===== src/rtl/mine_placer.sv =====
// mine_placer: builds the 25-bit mine bitmap for the 5x5 minesweeper board.
// A free-running 16-bit Fibonacci LFSR supplies candidate cell indices; on
// start, MINE_COUNT distinct cells are set and place_done is raised.
// All state updates on the falling edge of clka, matching the datapath phase.
// Optional feature macro: MINE_PLACER_SAFE_CELL_EN (safe_cell is never mined).
// Handshake: start is level-sampled in IDLE/DONE and ignored in PLACE; the
// consumer treats place_done high as "mines valid and frozen", and busy high
// as "placement in progress". busy/place_done together expose the FSM state
// (00 = IDLE, 10 = PLACE, 01 = DONE).
`timescale 1ns/1ps
module mine_placer #(
  parameter int          MINE_COUNT   = 5,
  parameter logic [15:0] SEED_DEFAULT = 16'hACE1
) (
  input  logic        clka,
  input  logic        restart_n,
  input  logic        start,
  input  logic        seed_load,
  input  logic [15:0] seed,
  input  logic [4:0]  safe_cell,
  output logic [24:0] mines,
  output logic        busy,
  output logic        place_done
);

  generate
    if (MINE_COUNT < 1 || MINE_COUNT > 24) begin : g_bad_mine_count
      $error("mine_placer: MINE_COUNT must be in 1..24");
    end
  endgenerate

  localparam logic [4:0] MINE_TARGET = 5'(MINE_COUNT);

  typedef enum logic [1:0] {
    S_IDLE  = 2'd0,
    S_PLACE = 2'd1,
    S_DONE  = 2'd2
  } state_t;

  state_t      state_q, state_d;
  logic [24:0] mines_q, mines_d;
  logic [4:0]  count_q, count_d;
  logic [15:0] lfsr_q, lfsr_d;
  logic [4:0]  cand;
  logic [24:0] cand_bit;
  logic        safe_ok;
  logic        accept;

  assign cand     = lfsr_q[4:0];
  // Shifting past bit 24 yields zero, so out-of-board candidates map to no bit.
  assign cand_bit = 25'd1 << cand;

`ifdef MINE_PLACER_SAFE_CELL_EN
  assign safe_ok = (cand != safe_cell);
`else
  logic unused_safe_cell;
  assign unused_safe_cell = ^safe_cell;
  assign safe_ok = 1'b1;
`endif

  assign accept = (state_q == S_PLACE) && (cand < 5'd25) &&
                  ((mines_q & cand_bit) == 25'd0) && safe_ok;

  // LFSR: seed load overrides the advance; a zero seed would lock it, so swap in the default.
  always_comb begin
    lfsr_d = {lfsr_q[14:0], lfsr_q[15] ^ lfsr_q[13] ^ lfsr_q[12] ^ lfsr_q[10]};
    if (seed_load) begin
      lfsr_d = (seed == 16'd0) ? SEED_DEFAULT : seed;
    end
  end

  // Next-state, bitmap and mine-count logic for IDLE -> PLACE -> DONE.
  always_comb begin
    state_d = state_q;
    mines_d = mines_q;
    count_d = count_q;
    unique case (state_q)
      S_IDLE, S_DONE: begin
        if (start) begin
          mines_d = 25'd0;
          count_d = 5'd0;
          state_d = S_PLACE;
        end
      end
      S_PLACE: begin
        if (accept) begin
          mines_d = mines_q | cand_bit;
          count_d = count_q + 5'd1;
          if (count_q + 5'd1 == MINE_TARGET) begin
            state_d = S_DONE;
          end
        end
      end
      default: state_d = S_IDLE;
    endcase
  end

  // State, bitmap, LFSR and registered status decodes, all on the falling edge.
  always_ff @(negedge clka or negedge restart_n) begin
    if (!restart_n) begin
      state_q    <= S_IDLE;
      mines_q    <= 25'd0;
      count_q    <= 5'd0;
      lfsr_q     <= SEED_DEFAULT;
      busy       <= 1'b0;
      place_done <= 1'b0;
    end else begin
      state_q    <= state_d;
      mines_q    <= mines_d;
      count_q    <= count_d;
      lfsr_q     <= lfsr_d;
      busy       <= (state_d == S_PLACE);
      place_done <= (state_d == S_DONE);
    end
  end

  assign mines = mines_q;

endmodule


===== config.mk =====
export PLATFORM = sky130hd
export DESIGN_NAME = mine_placer
export DESIGN_NICKNAME = d
export VERILOG_FILES = /design/src/rtl/mine_placer.sv
export SDC_FILE = /design/constraint.sdc
export NUM_CORES = 1
export LEC_CHECK = 0
export CORE_MARGIN = 2
export CORE_UTILIZATION = 41
export CTS_CLUSTER_DIAMETER = 100
export CTS_CLUSTER_SIZE = 28
export DETAILED_ROUTE_END_ITERATION = 8
export GPL_TIMING_DRIVEN = 0
export HOLD_SLACK_MARGIN = 0.12
export PLACE_DENSITY = 0.64
export SLEW_MARGIN = 20
export SYNTH_ARGS = -nofsm -noshare
export SYNTH_HDL_FRONTEND = slang
export SYNTH_SLANG_ARGS = --single-unit

===== constraint.sdc =====
create_clock -name clka -period 6.7 [get_ports clka]
set_clock_uncertainty 0.15 [all_clocks]
set_input_delay 1.005 -clock clka [delete_from_list [all_inputs] [get_ports clka]]
set_output_delay 1.005 -clock clka [all_outputs]
set_load 0.1 [all_outputs]

==> impl_results.md, run 1 <==
- Outcome: finished clean
- PwrDens: 456.1 mW/mm^2
- First-pass GRT wire length: 9.936 mm
- Initial Utilization: 0.4192
- CTS clock-pin slew for the worst setup and hold paths: 0.06 ns
- Hold/Removal Path Class: flip-flop to flip-flop
- Layout Area Growth over Synthesis: 27.30%
- Switching pwr: 0.0007435 W
- Crit Path Max Fanout: 3
- Least-Margin Pin Slew: 0.9868 ns
- CP bufs+invs: 1
- Via count: 2023
- HPWL after detailed placement: about 4.4 mm
- Antenna violations before repair: 0
- Synthesized flop and latch total: 50
- Placer Congestion: approximately 0.87
- RR Endpoint: count_q[0]
- WP depth: 1
- Post-synth EDFFs: 0
- Vias in the first global route: slightly below 2000
- Slew headroom: 0.3401
- Detailed Routing Iterations Pass 1: 4
- CTS tree: done
- Antenna diode count: 0
- Die Ht: 81.34 um
- R2R depth: 7
- FF/Latch Area: 0.001261 sq mm
- Nets: 314
- Worst setup SP type: flip-flop
- Crit Reg-Reg Startpoint: lfsr_q[0]
- Vias/cell: 5.573
- I/O Buffers: 45
- Post-Synthesis Cells: 227
- Largest net degree at the start of global routing: 30
- Reg2reg setup slack: 3.98 ns
- Clock Latency Late Sink: ~0.37 ns
- Critical Path RT: 5.54 ns
- Fillcell total: approximately 530
- Drt wl/cell: 16.56 um
- Core area: 0.005851 sq mm
- WP data arrival: roughly 5.3 ns
- Footprint of the multi-input gates: around 0.0011 sq mm
- Synth top area share: 0.4286
- Worst path slowest cell: clkdlybuf4s50_1
- Post-route ant nets: 0
- Finished Layout Cells: 363
- Main synth FF type: dfrtn_1
- Slowest stage delay, CP: roughly 1.2 ns
- Clk sinks: 50
- Die W: 81.34 um
- Setup_tns: 0 ns
- Cts bufs inserted: 5
- Synth Cell Area: about 0.0025 sq mm
- RSZ-0062 raised after global routing: no
- H-tree Lvls: 2
- CTS Hold Buffers Added: 0
- MaxCap Viol Count: 0
- Delay-heaviest family, CP: buffers and inverters
- Worst setup EP type: output port
- Worst vdd ir: 267.7 uV
- Hold Crit Start: lfsr_q[8]
- I/O Pins: 52
- Sequential cell fraction of total power: 0.322
- Post_cts resized: 0
- # DRC: 0
- Fraction of layout instances using a drive strength above 1: 0.1250
- Leading area contributor after synthesis: dfrtn_1
- Comb power frac: 0.543
- Syn nets: 254
- Gr usage total: 0.1976
- Internal: 0.0006804 W
- Clock buffer depth: 2
- Die Area: roughly 0.0066 sq mm
- Hold Path Cell Cnt: 1
- Worst-path cell chain: clkdlybuf4s50_1
- # Post-CTS Setup Buffers: 0
- Average cell area after synthesis: around 11 sq um
- Yosys synthesis warning count: 0
- Synth cell types: 43
- Synth top area cells: dfrtn_1 (43%), dfstp_2 (8.6%), mux2_2 (5.1%)
- Switching Fraction: 0.5222
- Dpl cells: 348
- WL final: 6.012 mm
- FP Rows: 28
- Iteration-0 DRC Markers: 204
- Seq/Total Area, Yosys: 0.5143
- Final hold vios: 0
- Grt ovf: 0
- CTS Root Cell: clkbuf_8
- Final setup fails: 0
- Fin. max-slew vios: 0
- Leakage: 1.298 nW
- Hold Path End: lfsr_q[9]
- Crit path kind: flip-flop to output port
- Async SR Flop Fraction: 1.000
- Clock power share: 0.135
-- stage by stage --
stage / hold slack, ns / total power, W / setup WS [ns] / util / area [sq um]
2_1_floorplan: 0.2660 / 0.001046 / 1.112 / - / 2452
3_3_place_gp: 0.2703 / 0.001239 / -0.1956 / 0.5122 / 2997
3_5_place_dp: 0.2822 / 0.001247 / 0.4148 / 0.5148 / 3012
4_1_cts: 0.2824 / 0.001431 / 0.2566 / 0.5336 / 3122
5_1_grt: 0.3021 / 0.001502 / 0.2368 / 0.5336 / 3122
6_report: 0.2800 / 0.001424 / 0.2788 / 0.5336 / 3122
-- cell families after synthesis --
| logic type | Yosys count | share of synthesized area |
|---|---|---|
| compound gates | 53 | 0.1740 |
| fa+ha+maj | 2 | 0.01020 |
| mux | 17 | 0.07500 |
| simple gates | 77 | 0.1694 |
| buf+inv | 24 | 0.04286 |
| flops | 50 | 0.5143 |
| xor+xnor | 4 | 0.01429 |
-- cells in the final DEF (no fill, tap or decap), types with 5 or more instances in the layout --
| master | Yosys | layout |
|---|---|---|
| nand2_1 | 18 | 18 |
| mux2_2 | 11 | 11 |
| nand3_1 | 7 | 7 |
| dfrtn_1 | 42 | 42 |
| o22a_1 | 8 | 8 |
| a32o_1 | 9 | 9 |
| inv_1 | 8 | 15 |
| clkbuf_8 | 0 | 5 |
| nand2b_1 | 6 | 6 |
| buf_2 | 6 | 7 |
| a22o_1 | 5 | 5 |
| nor2_1 | 17 | 17 |
| dfstp_2 | 8 | 8 |
| nor2b_1 | 6 | 6 |
| o21ai_0 | 6 | 6 |
| clkdlybuf4s50_1 | 0 | 44 |
| clkbuf_1 | 7 | 8 |
| mux2i_1 | 6 | 6 |
-- worst reg2reg max path: stages (launching register included) --
cell	delay [ns]
dfstp_2	0.54
buf_2	0.23
mux2_2	0.36
nand2_1	0.07
a32oi_1	0.15
nor4_4	0.58
buf_2	0.31
o21ai_0	0.13
-- how the worst max path moves through the flow --
stage | from | to | slack (ns)
final | mines[19] | mines[19] | 0.28
after global routing | mines[15] | mines[15] | 0.24
after CTS | mines[15] | mines[15] | 0.26
after detailed placement | start | mines[8] | 0.41
after global placement | restart_n | lfsr_q[8] | -0.20
after floorplan | seed_load | lfsr_q[12] | 1.11
-- synth_stat cells, types with 3 or more instances --
cell,count
xnor2_1,3
nand2_1,18
clkbuf_1,7
nor2_1,17
nor4_1,4
dfrtn_1,42
o32ai_1,4
a21oi_1,4
nand3_1,7
o22a_1,8
o21ai_0,6
nor2b_1,6
buf_2,6
a22o_1,5
nand4_1,4
a32o_1,9
mux2_2,11
a2bb2oi_1,3
nand2b_1,6
nor3_1,4
dfstp_2,8
inv_1,8
a31oi_1,4
mux2i_1,6
-- registers in the layout, indices dropped and copies added (netlist names) --
register    flops
state_q         2
lfsr_q         16
count_q         5
busy            1
mines          25
place_done      1
-- layout make-up --
type | count | share of cell area
Tap cell | 75 | 0.03006
Sequential cell | 50 | 0.4040
Timing Repair Buffer | 46 | 0.1491
Clock inverter | 10 | 0.01323
Buffer | 16 | 0.02405
Inverter | 7 | 0.008417
Clock buffer | 6 | 0.02325
Multi-Input combinational cell | 153 | 0.3479
-- metal layers --
layer | vias up | track usage | share of wire
li1 | 959 | - | -
met3 | 7 | 0.04444 | 0.050
met5 | - | 0 | 0
met1 | 994 | 0.2759 | 0.46
met2 | 63 | 0.3082 | 0.48
met4 | 0 | 0.05593 | 0.013
-- power groups by stage --
stage          Sequential, W   Clock (W)  Combinational [W]
2_1_floorplan       0.000818  0.00000829           0.000220
3_3_place_gp        0.000461  0.00000829           0.000770
3_5_place_dp        0.000463  0.00000829           0.000775
4_1_cts             0.000459    0.000195           0.000777
5_1_grt             0.000468    0.000215           0.000819
6_report            0.000458    0.000192           0.000774
(Power assumes the default switching activity.)
==> inputs of run 2 (changes only) <==
--- a/config.mk
+++ b/config.mk
@@ -6,13 +6,13 @@
 export NUM_CORES = 1
 export LEC_CHECK = 0
 export CORE_MARGIN = 2
-export CORE_UTILIZATION = 41
+export CORE_UTILIZATION = 40
 export CTS_CLUSTER_DIAMETER = 100
 export CTS_CLUSTER_SIZE = 28
 export DETAILED_ROUTE_END_ITERATION = 8
 export GPL_TIMING_DRIVEN = 0
 export HOLD_SLACK_MARGIN = 0.12
-export PLACE_DENSITY = 0.64
+export PLACE_DENSITY = 0.62
 export SLEW_MARGIN = 20
 export SYNTH_ARGS = -nofsm -noshare
 export SYNTH_HDL_FRONTEND = slang
==> run 2 against run 1 <==
Net effect:
- routed wire length fell by 0.60%
- cell count did not move
- clock power barely moved
- clock-buffer cell count fell by 1
- flip-flop and latch count did not move
- register-to-register slack got worse by 0.02 ns
- non-clock buffer count did not move
- critical path depth did not move
- first-iteration DRC count fell by 25%
- combinational power barely moved
- largest cell class unchanged
- largest power group unchanged
==> impl_results.md, run 2 (synthesis results as in run 1) <==
- Gr usage total: 0.1954 (-0.002266)
- # Post-CTS Setup Buffers: 0 (unchanged)
- Cts bufs inserted: 5 (unchanged)
- HPWL after detailed placement: 4.400 mm (-0.81%)
- Final instance area: 0.003124 sq mm (about the same)
- Commonest non-fill, non-tap cells in the layout: clkdlybuf4s50_1 (44), dfrtn_1 (42), nand2_1 (18), nor2_1 (17), inv_1 (15)
- Leakage: 1.299 nW (about the same)
- WP data arrival: 5.28 ns (about the same)
- First-pass GRT wire length: 10.07 mm (+1.4%)
- CTS Root Cell: clkbuf_8
- CTS tree: done
- Antenna violations before repair: 0 (unchanged)
- Core area: 0.005921 sq mm (+1.2%)
- Worst hold slack: 0.2756 ns (-0.004430 ns)
- Comb power frac: 0.544 (about the same)
- MaxCap Viol Count: 0 (unchanged)
- Final hold vios: 0 (unchanged)
- CTS clock-pin slew for the worst setup and hold paths: 0.06 ns (about the same)
- Sequential cell fraction of total power: 0.321 (about the same)
- Slew headroom: 0.3378 (-0.002259)
- Placer Congestion: 0.8529 (-1.5%)
- Crit Path Max Fanout: 3 (unchanged)
- Clock Latency Late Sink: 0.36 ns (about the same)
- Worst setup EP type: output port
- Worst path slowest cell: clkdlybuf4s50_1
- Largest register FFs: 25 (unchanged)
- Vias in the first global route: 1978 (-0.051%)
- Final setup fails: 0 (unchanged)
- Crit Reg-Reg Startpoint: lfsr_q[0]
- H-tree Lvls: 2 (unchanged)
- Slowest stage delay, CP: 1.15 ns (about the same)
- Commonest non-fill, non-tap cell in the layout: clkdlybuf4s50_1
- # DRC: 0 (unchanged)
- Worst-path cell chain: clkdlybuf4s50_1
- RSZ-0062 raised after global routing: no
- Fin. max-slew vios: 0 (unchanged)
- Vias/cell: 5.515 (-1.0%)
- Iteration-0 DRC Markers: 154 (-25%)
- FP Rows: 28 (unchanged)
- Die Ht: 82.30 um (+1.2%)
- Fraction of layout instances using a drive strength above 1: 0.1319 (+0.006944)
- Outcome: finished clean
- Antenna diode count: 0 (unchanged)
- Switching pwr: 0.0007439 W (about the same)
- CP bufs+invs: 1 (unchanged)
- Detailed Routing Iterations Pass 1: 4 (unchanged)
- Switching Fraction: 0.5224 (about the same)
- Worst vdd ir: 268.5 uV (+0.29%)
- Layout Area Growth over Synthesis: 27.40% (about the same)
- Clk sinks: 50 (unchanged)
- WL final: 5.976 mm (-0.60%)
- Crit. Startpoint: mines[14]
- Clock power share: 0.135 (about the same)
- Largest net degree at the start of global routing: 33 (+10%)
- Crit path kind: flip-flop to output port
- Clock buffer depth: 2 (unchanged)
- Initial Utilization: 0.4142 (-0.004960)
- Critical Path RT: 5.54 ns (about the same)
- Hold/Removal Path Class: flip-flop to flip-flop
- Via count: 2002 (-1.0%)
- Dpl ws: 0.4553 ns (+0.04046 ns)
- Least-Margin Pin Slew: 0.9902 ns (+0.003378 ns)
- CTS Hold Buffers Added: 0 (unchanged)
- Die Area: 0.006773 sq mm (+2.4%)
- Internal: 0.0006801 W (about the same)
- Grt ovf: 0 (unchanged)
- I/O Pins: 52 (unchanged)
- Dpl cell area: 0.003012 sq mm (unchanged)
- Post-route ant nets: 0 (unchanged)
- Final Power: 0.001424 W (about the same)
- Post-route setup slack: 0.2666 ns (-0.01219 ns)
- Setup_tns: 0 ns (unchanged)
- Post_cts resized: 0 (unchanged)
- Worst setup SP type: flip-flop
- Hold Crit Start: lfsr_q[8]
- Nets: 314 (unchanged)
- Drt wl/cell: 16.46 um (-0.60%)
- I/O Buffers: 45 (unchanged)
- Die W: 82.30 um (+1.2%)
- PwrDens: 455.8 mW/mm^2 (about the same)
- Delay-heaviest family, CP: buffers and inverters
run 2: per-layer routing:
metal	GRT usage	wire, um
met4	0.05833	47
met2	0.3089	2727
met3	0.04239	377
met5	0	0
met1	0.2685	2824
run 2: metrics by stage:
stage,utilization,std cells
finish,0.5277,363
floorplan,-,227
global placement,0.5061,347
CTS,0.5277,363
detailed placement,0.5087,348
global route,0.5277,363
run 2: final timing paths:
| check | end | slack (ns) | depth (start not counted) |
|---|---|---|---|
| hold / removal | lfsr_q[9] | 0.28 | 1 |
| hold reg to reg | lfsr_q[9] | 0.28 | 1 |
| max in group asynchronous | lfsr_q[7] | 2.02 | 2 |
| setup / recovery | mines[14] | 0.27 | 1 |
| setup reg to reg | mines[2] | 3.96 | 7 |
| min in group asynchronous | mines[20] | 3.71 | 1 |
run 2: power by group through the flow:
stage | clock network, W | registers (W) | logic, W
after floorplan | 0.00000829 | 0.000818 | 0.000220
after global placement | 0.00000829 | 0.000460 | 0.000772
after CTS | 0.000197 | 0.000457 | 0.000778
after detailed placement | 0.00000829 | 0.000462 | 0.000775
after global routing | 0.000218 | 0.000468 | 0.000820
final | 0.000193 | 0.000457 | 0.000774
run 2: area by class of cell:
type | instances | area (sq um)
Multi-Input combinational cell | 153 | 1086
Clock inverter | 11 | 47.55
Tap cell | 75 | 93.84
Fill cell | 556 | 2796
Clock buffer | 5 | 68.82
Timing Repair Buffer | 46 | 465.4
Buffer | 16 | 75.07
Sequential cell | 50 | 1261
Inverter | 7 | 26.28
